<file path="src/rtl/count_monitor.sv">
// count_monitor: watches the value of an upstream mod-MODULUS counter that
// runs on the same clock. It locks after LOCK_RUN legal steps in a row. While
// locked it pulses wrap on each wrap (MODULUS-1 -> 0) and counts those wraps.
// An illegal step while locked sets a sticky error flag and counts the fault.
//
// state       | meaning
// ------------+--------------------------------------------------------------
// ST_UNLOCKED | after reset; counting legal steps toward lock
// ST_LOCKED   | counter tracked; wraps reported, any illegal step is a fault
// ST_FAULT    | lost lock after a fault; counting legal steps toward relock
module count_monitor #(
  parameter int MODULUS  = 5,
  parameter int LOCK_RUN = 3
) (
  input  logic       clk,
  input  logic       reset,
  input  logic [2:0] q,
  output logic       wrap,
  output logic [7:0] wraps,
  output logic       locked,
  output logic       err,
  output logic [3:0] errcnt
);

  typedef enum logic [1:0] {
    ST_UNLOCKED = 2'd0,
    ST_LOCKED   = 2'd1,
    ST_FAULT    = 2'd2
  } state_t;

  // Compare in 4 bits so that MODULUS = 8 works without overflowing 3 bits.
  localparam logic [3:0] MOD      = MODULUS[3:0];
  localparam logic [3:0] LAST     = MOD - 4'd1;
  localparam logic [2:0] RUN_GOAL = LOCK_RUN[2:0];

  state_t     state;
  logic [2:0] prev;
  logic       pv;
  logic [2:0] run;

  logic [3:0] q_ext;
  logic [3:0] prev_ext;
  logic [3:0] nxt;
  logic       legal;
  logic       illegal;
  logic       is_wrap;
  logic [2:0] run_inc;

  // Classify the current step against the value captured last cycle.
  always_comb begin
    q_ext    = {1'b0, q};
    prev_ext = {1'b0, prev};
    nxt      = (prev_ext == LAST) ? 4'd0 : prev_ext + 4'd1;
    legal    = pv && (q_ext < MOD) && (prev_ext < MOD) && (q_ext == nxt);
    illegal  = pv && !legal;
    is_wrap  = legal && (prev_ext == LAST) && (q == 3'd0);
    run_inc  = run + 3'd1;
  end

  // Lock FSM together with all registered outputs. Reset overrides any
  // coincident wrap or fault.
  always_ff @(posedge clk) begin
    if (reset) begin
      state  <= ST_UNLOCKED;
      prev   <= 3'd0;
      pv     <= 1'b0;
      run    <= 3'd0;
      wrap   <= 1'b0;
      wraps  <= 8'd0;
      locked <= 1'b0;
      err    <= 1'b0;
      errcnt <= 4'd0;
    end else begin
      prev <= q;
      pv   <= 1'b1;
      wrap <= 1'b0;
      case (state)
        ST_UNLOCKED, ST_FAULT: begin
          if (legal) begin
            if (run_inc == RUN_GOAL) begin
              state  <= ST_LOCKED;
              locked <= 1'b1;
              run    <= 3'd0;
            end else begin
              run <= run_inc;
            end
          end else if (illegal) begin
            run <= 3'd0;
          end
        end
        ST_LOCKED: begin
          if (illegal) begin
            state  <= ST_FAULT;
            locked <= 1'b0;
            err    <= 1'b1;
            run    <= 3'd0;
            if (errcnt != 4'hF) errcnt <= errcnt + 4'd1;
          end else if (is_wrap) begin
            wrap <= 1'b1;
            if (wraps != 8'hFF) wraps <= wraps + 8'd1;
          end
        end
        default: begin
          state  <= ST_UNLOCKED;
          locked <= 1'b0;
          run    <= 3'd0;
        end
      endcase
    end
  end

endmodule

</file>
<file path="config.mk">
export PLATFORM = sky130hd
export DESIGN_NAME = count_monitor
export DESIGN_NICKNAME = d
export VERILOG_FILES = /design/src/rtl/count_monitor.sv
export SDC_FILE = /design/constraint.sdc
export NUM_CORES = 1
export LEC_CHECK = 0
export CAP_MARGIN = 20
export CORE_MARGIN = 2
export CORE_UTILIZATION = 30
export CTS_CLUSTER_SIZE = 40
export DETAILED_ROUTE_END_ITERATION = 7
export RECOVER_POWER = 25
export SLEW_MARGIN = 10
export SYNTH_ARGS = -nofsm -noshare
export SYNTH_HDL_FRONTEND = slang
export SYNTH_SLANG_ARGS = --single-unit
</file>
<file path="constraint.sdc">
create_clock -name clk -period 3.2 [get_ports clk]
set_input_delay 0.64 -clock clk [delete_from_list [all_inputs] [get_ports clk]]
set_output_delay 0.64 -clock clk [all_outputs]
set_load 0.005 [all_outputs]
</file>
==> results.sh, run 1 <==
export IMPL_outcome="finished, final reports clean"
export IMPL_cts_tree="done"
export IMPL_hold_path_startpoint="err$_SDFFE_PP0P_"
export IMPL_clk_latency_ns=0.27
export IMPL_io_buffers=19
export IMPL_ant_nets=0
export IMPL_synth_flop_cell="dfxtp_1"
export IMPL_finalSetupViolCount=0
export IMPL_leakage_nw=0.596
export IMPL_via_per_inst=5.08
export IMPL_crit_path_start="q[1]"
export IMPL_ios=20
export IMPL_skew_ns=0.00573
export IMPL_ir_drop_mv=0.230
export IMPL_worstMarginPinSlew_ns=1.07
export IMPL_yosys_top_cells_count="dfxtp_1 (24), nor2_1 (15), inv_1 (10)"
export IMPL_grt_pass1_vias=1045
export IMPL_worstSetupPathType="input pin to flip-flop"
export IMPL_synth_most_common_cell="dfxtp_1"
export IMPL_yosysTopAreaCell="dfxtp_1"
export IMPL_setup_slack_ns=0.698
export IMPL_cap_violations=0
export IMPL_cts_sinks=24
export IMPL_cp_top_family="compound AO/OA/AOI/OAI gates"
export IMPL_r2r_start="prev[0]$_SDFF_PP0_"
export IMPL_cts_clk_slew_worst_paths_ns=0.09
export IMPL_critical_path_max_stage_delay_ns=0.47
export IMPL_ys_ff_latch=24
export IMPL_areaGrowthSynthToFinish_pct=24.8
export IMPL_cts_resized=0
export IMPL_die_h_um=68.8
export IMPL_nFillCells=425
export IMPL_coreArea_sq_um=4030
export IMPL_setup_worst_path_end_class="flip-flop"
export IMPL_post_drt_wl_per_cell_um=12.7
export IMPL_p_switching_mw=0.131
export IMPL_syn_cell_area_sq_um=1260
export IMPL_fin_nets=177
export IMPL_crit_chain="clkdlybuf4s50_1 > o21ai_1 > o311ai_1 > a211oi_4 > nand2_2 > a2111oi_0 > or3_1"
export IMPL_utilization_pct=39.0
export IMPL_first_pass_iters=4
export IMPL_worst_path_max_fanout=10
export IMPL_ctsLongestPathBuffers=2
export IMPL_start_kind="input pin"
export IMPL_worstPathArrival_ns=2.72
export IMPL_post_place_ws_ns=0.414
export IMPL_initial_core_util_pct=31.2
export IMPL_netlist_instances=145
export IMPL_diodes=0
export IMPL_grt_max_degree=25
export IMPL_clkPwrFrac_pct=43.7
export IMPL_cts_root_buf="clkbuf_8"
export IMPL_yosys_warnings=0
export IMPL_crit_slowest_cell="clkdlybuf4s50_1"
export IMPL_post_cts_setup_buffers=0
export IMPL_die_w_um=68.8
export IMPL_required_ns=3.42
export IMPL_fin_crit_ns=2.50
export IMPL_drc=0
export IMPL_switching_share_pct=21.2
export IMPL_synth_fp_nets=156
export IMPL_h_tree_depth=1
export IMPL_num_vias=1092
export IMPL_p_total_mw=0.616
export IMPL_numCtsBuffers=3
export IMPL_cp_num_buf_inv=1
export IMPL_die_area_sq_um=4730
export IMPL_p_int_mw=0.485
export IMPL_drive_above_1_share_pct=9.09
export IMPL_grt_overflow=0
export IMPL_dr_first_iter_drc_count=42
export IMPL_grt_pass1_wl_um=4490
export IMPL_seq_area_sq_um=480
export IMPL_multi_input_area_sq_um=724
export IMPL_synthTopCellsByArea="dfxtp_1 (38%), ha_1 (6.0%), nor2_1 (4.5%), nor2b_1 (3.5%), xor2_1 (3.5%)"
export IMPL_holdCritPathClass="flip-flop to flip-flop"
export IMPL_max_freq_mhz=400
export IMPL_slew_viol_final=0
export IMPL_rsz0062_at_grt="false"
export IMPL_synthArstFlopShare_pct=0
export IMPL_p_seq_share_pct=49.7
export IMPL_relSlewSlack_pct=28.8
export IMPL_ys_types=44
export IMPL_fp_row_count=23
export IMPL_fin_tns_setup_ns=0
export IMPL_grtUsageTotal_pct=12.6
export IMPL_finalCritPeriodShare_pct=78.2
export IMPL_synth_top_area_share_pct=38.2
export IMPL_comb_power_share_pct=6.6
export IMPL_postRouteWirelength_um=2730
export IMPL_postCtsHoldBufs=0
export IMPL_yosysSeqAreaShare_pct=38.2
export IMPL_synth_edf_count=0
export IMPL_power_density_nw_per_um2=392
export IMPL_avgSynthCellArea_sq_um=8.68
export IMPL_gp_congestion=0.877
export IMPL_hpwl_um=2000
export IMPL_finalHoldViolCount=0
export IMPL_grt_antenna_before_repair=0
## layout by cell type (no fill, tap or decap), types with 2 or more instances in the layout
cell type / n
or3_1: 2
nor4_1: 2
nor3_1: 4
clkdlybuf4s50_1: 13
ha_1: 6
mux2i_1: 2
a31o_2: 3
dfxtp_1: 24
o21ai_0: 4
xor2_1: 5
nand3_1: 7
o21ai_1: 2
xnor2_1: 2
a21oi_1: 7
dlygate4sd3_1: 6
nand2b_1: 2
a31oi_1: 2
nor2b_1: 7
clkbuf_8: 3
nor2_1: 15
nand2_1: 8
and3_1: 3
inv_1: 10
a21oi_2: 3
## registers in the layout, indices dropped and copies added, names as in the netlist
name / count
prev: 3
run: 3
locked: 1
state: 2
errcnt: 4
err: 1
wraps: 8
wrap: 1
pv: 1
## cell families after synthesis
kind of cell,count (synthesis),share of synthesized area [%]
AOI/OAI and AO/OA,32,19.1
xor gates and xnor gates,7,4.87
adders and majority gates,6,5.96
buffers and inverters,14,4.27
DFF,24,38.2
muxes,3,2.49
and+or+nand+nor,59,25.1
## power by group through the flow
| stage | combinational (mW) | sequential [mW] | clock (mW) |
|---|---|---|---|
| after floorplan | 0.0290 | 0.311 | 0 |
| after global placement | 0.0400 | 0.313 | 0 |
| after detailed placement | 0.0414 | 0.313 | 0 |
| after CTS | 0.0417 | 0.306 | 0.277 |
| after global routing | 0.0452 | 0.307 | 0.292 |
| final | 0.0406 | 0.307 | 0.269 |
## tightest hold or removal path: cells and delay by family, from the launching register on
kind	cells	cell delay, ns
AOI/OAI and AO/OA	1	0.05
buffers and inverters	1	0.05
DFF	1	0.32
## per-stage QoR
stage	instances	area [sq um]	hold slack (ns)
after floorplan	145	1260	0.442
after global placement	211	1500	0.441
after detailed placement	211	1500	0.440
after CTS	215	1570	0.454
after global routing	215	1570	0.480
final	215	1570	0.448
## layout make-up
type	instances	area share, %
multi-input combinational	107	46.1
sequential	24	30.6
timing repair buffer	20	12.4
tap	50	3.98
clock buffer	3	2.63
inverter	10	2.39
clock inverter	1	1.91
## worst paths after layout
check,endpoint,slack [ns],depth (start not counted)
worst max-delay path,locked$_SDFFE_PP0P_,0.70,7
worst min-delay path,err$_SDFFE_PP0P_,0.45,2
worst max register to register,locked$_SDFFE_PP0P_,0.79,8
worst min register to register,err$_SDFFE_PP0P_,0.45,2
## layer usage
| layer | GRT usage (%) | share of wire (%) |
|---|---|---|
| met1 | 15.2 | 47 |
| met3 | 2.60 | 3.4 |
| met2 | 21.4 | 46 |
| met4 | 6.13 | 3.1 |
| met5 | 0 | 0 |
Note: power is estimated with default switching activity, not from simulation.
==> run 2: changes to the inputs <==
clock period = 2.05 ns   (was 3.2 ns; I/O delays follow)
==> results.sh, run 2 (same netlist as run 1, synthesis figures left out) <==
export IMPL_die_w_um=68.8
export IMPL_post_place_ws_ns=-0.359
export IMPL_crit_chain="inv_2 > ha_4 > or3b_4 > a21oi_4 > a211oi_4 > buf_4 > a21oi_4 > a21oi_2 > a31o_2"
export IMPL_outcome="finished, final reports clean"
export IMPL_initial_core_util_pct=31.2
export IMPL_required_ns=2.22
export IMPL_crit_slowest_cell="or3b_4"
export IMPL_nFillCells=387
export IMPL_finalSetupViolCount=0
export IMPL_die_area_sq_um=4730
export IMPL_via_per_inst=4.95
export IMPL_highest_layer="met4"
export IMPL_worstSetupPathType="flip-flop to flip-flop"
export IMPL_num_vias=1168
export IMPL_grt_max_degree=24
export IMPL_worst_path_max_fanout=4
export IMPL_largest_reg_flops=8
export IMPL_setup_worst_path_end_class="flip-flop"
export IMPL_leakage_nw=0.744
export IMPL_holdCritPathClass="flip-flop to flip-flop"
export IMPL_areaGrowthSynthToFinish_pct=44.6
export IMPL_reg_top3="wraps x8, errcnt x4"
export IMPL_setup_slack_ns=0.0662
export IMPL_postRouteWirelength_um=3030
export IMPL_worstMarginPinSlew_ns=0.310
export IMPL_first_pass_iters=4
export IMPL_relSlewSlack_pct=78.8
export IMPL_grt_pass1_wl_um=4830
export IMPL_fp_row_count=23
export IMPL_slew_viol_final=0
export IMPL_reg2reg_depth=9
export IMPL_start_kind="flip-flop"
export IMPL_skew_ns=0.00195
export IMPL_grtUsageTotal_pct=13.8
export IMPL_numCtsBuffers=3
export IMPL_drc=0
export IMPL_dr_first_iter_drc_count=19
export IMPL_worstHoldPathCells=2
export IMPL_largest_register="wraps"
export IMPL_drive_above_1_share_pct=30.1
export IMPL_ant_nets=0
export IMPL_coreArea_sq_um=4030
export IMPL_r2r_slack_ns=0.07
export IMPL_gp_congestion=0.889
export IMPL_layout_commonest_cell="buf_4"
export IMPL_critical_path_max_stage_delay_ns=0.40
export IMPL_ctsLongestPathBuffers=2
export IMPL_hpwl_um=2030
export IMPL_cap_violations=0
export IMPL_clk_latency_ns=0.27
export IMPL_finalHoldViolCount=0
export IMPL_cts_sinks=24
export IMPL_max_freq_mhz=504
export IMPL_final_cell_mix="buf_4 (23), dfxtp_1 (22), nor2_1 (13)"
export IMPL_worstPathArrival_ns=2.15
export IMPL_h_tree_depth=1
export IMPL_wl_met2_um=1520
export IMPL_cp_common_cell="a21oi_4"
export IMPL_grt_antenna_before_repair=0
export IMPL_grt_pass1_vias=1109
export IMPL_io_buffers=19
export IMPL_wl_met1_um=1340
export IMPL_post_drt_wl_per_cell_um=12.8
export IMPL_cts_clk_slew_worst_paths_ns=0.08
export IMPL_rsz0062_at_grt="true"
export IMPL_ios=20
export IMPL_ir_drop_mv=0.315
export IMPL_cts_tree="done"
export IMPL_cts_root_buf="clkbuf_8"
export IMPL_fin_tns_setup_ns=0
export IMPL_whs_ns=0.446
export IMPL_route_met3_wl_um=130
export IMPL_diodes=0
export IMPL_grt_overflow=0
export IMPL_die_h_um=68.8
export IMPL_power_density_nw_per_um2=479
export IMPL_fin_nets=199
export IMPL_fin_crit_ns=1.98
export IMPL_finalCritPeriodShare_pct=96.8
[run 2: power by group]
| group | internal (mW) | switching [mW] |
|---|---|---|
| logic | 0.0556 | 0.0559 |
| registers | 0.471 | 0.00638 |
| clock network | 0.132 | 0.151 |
| total | 0.658 | 0.213 |
[run 2: worst max-delay path, delay by kind of cell (launching register included)]
| kind | cells | cell delay (ns) |
|---|---|---|
| AOI/OAI and AO/OA | 5 | 0.74 |
| and+or+nand+nor | 1 | 0.40 |
| DFF | 1 | 0.36 |
| buffers and inverters | 2 | 0.21 |
| adders and majority gates | 1 | 0.16 |
[run 2: timing repair]
action | 4_1_cts | 5_1_grt
setup endpoints to repair | 5 | 13
hold buffers | 0 | 0
setup buffers | 2 | 4
pin swaps | 7 | 13
resized for setup | 8 | 18
[run 2: final cells by class]
class,instances,area [sq um],share of cell area [%]
Multi-Input combinational cell,107,830,45.6
Sequential cell,24,483,26.5
Timing Repair Buffer,42,367,20.1
Tap cell,50,62.6,3.44
Clock buffer,3,41.3,2.27
Inverter,10,37.5,2.06
[run 2: path summary, 6_finish.rpt]
check / start / end
setup / recovery: prev[0]$_SDFF_PP0_ / errcnt[3]$_SDFFE_PP0P_
hold / removal: err$_SDFFE_PP0P_ / err$_SDFFE_PP0P_
setup reg to reg: prev[0]$_SDFF_PP0_ / errcnt[3]$_SDFFE_PP0P_
hold reg to reg: err$_SDFFE_PP0P_ / err$_SDFFE_PP0P_
[run 2: routing by layer]
layer  vias to the layer above  track usage [%]
li1                        598                -
met1                       546             15.4
met2                        19             24.5
met3                         5             4.06
met4                         0             5.64
met5                         -                0
[run 2: metrics by stage]
stage / total power, mW / instances / utilization, % / area, sq um
finish: 0.871 / 236 / 45.2 / 1820
global route: 0.909 / 236 / 45.2 / 1820
detailed placement: 0.572 / 227 / 40.4 / 1630
CTS: 0.867 / 232 / 42.6 / 1720
floorplan: 0.531 / 145 / - / 1260
global placement: 0.570 / 227 / 40.4 / 1630
==> run 3: changes to the inputs <==
SLEW_MARGIN = 30   (was 10)
==> results of run 3 <==
Same layout as run 2: the final DEF is identical, and so are final timing and power.
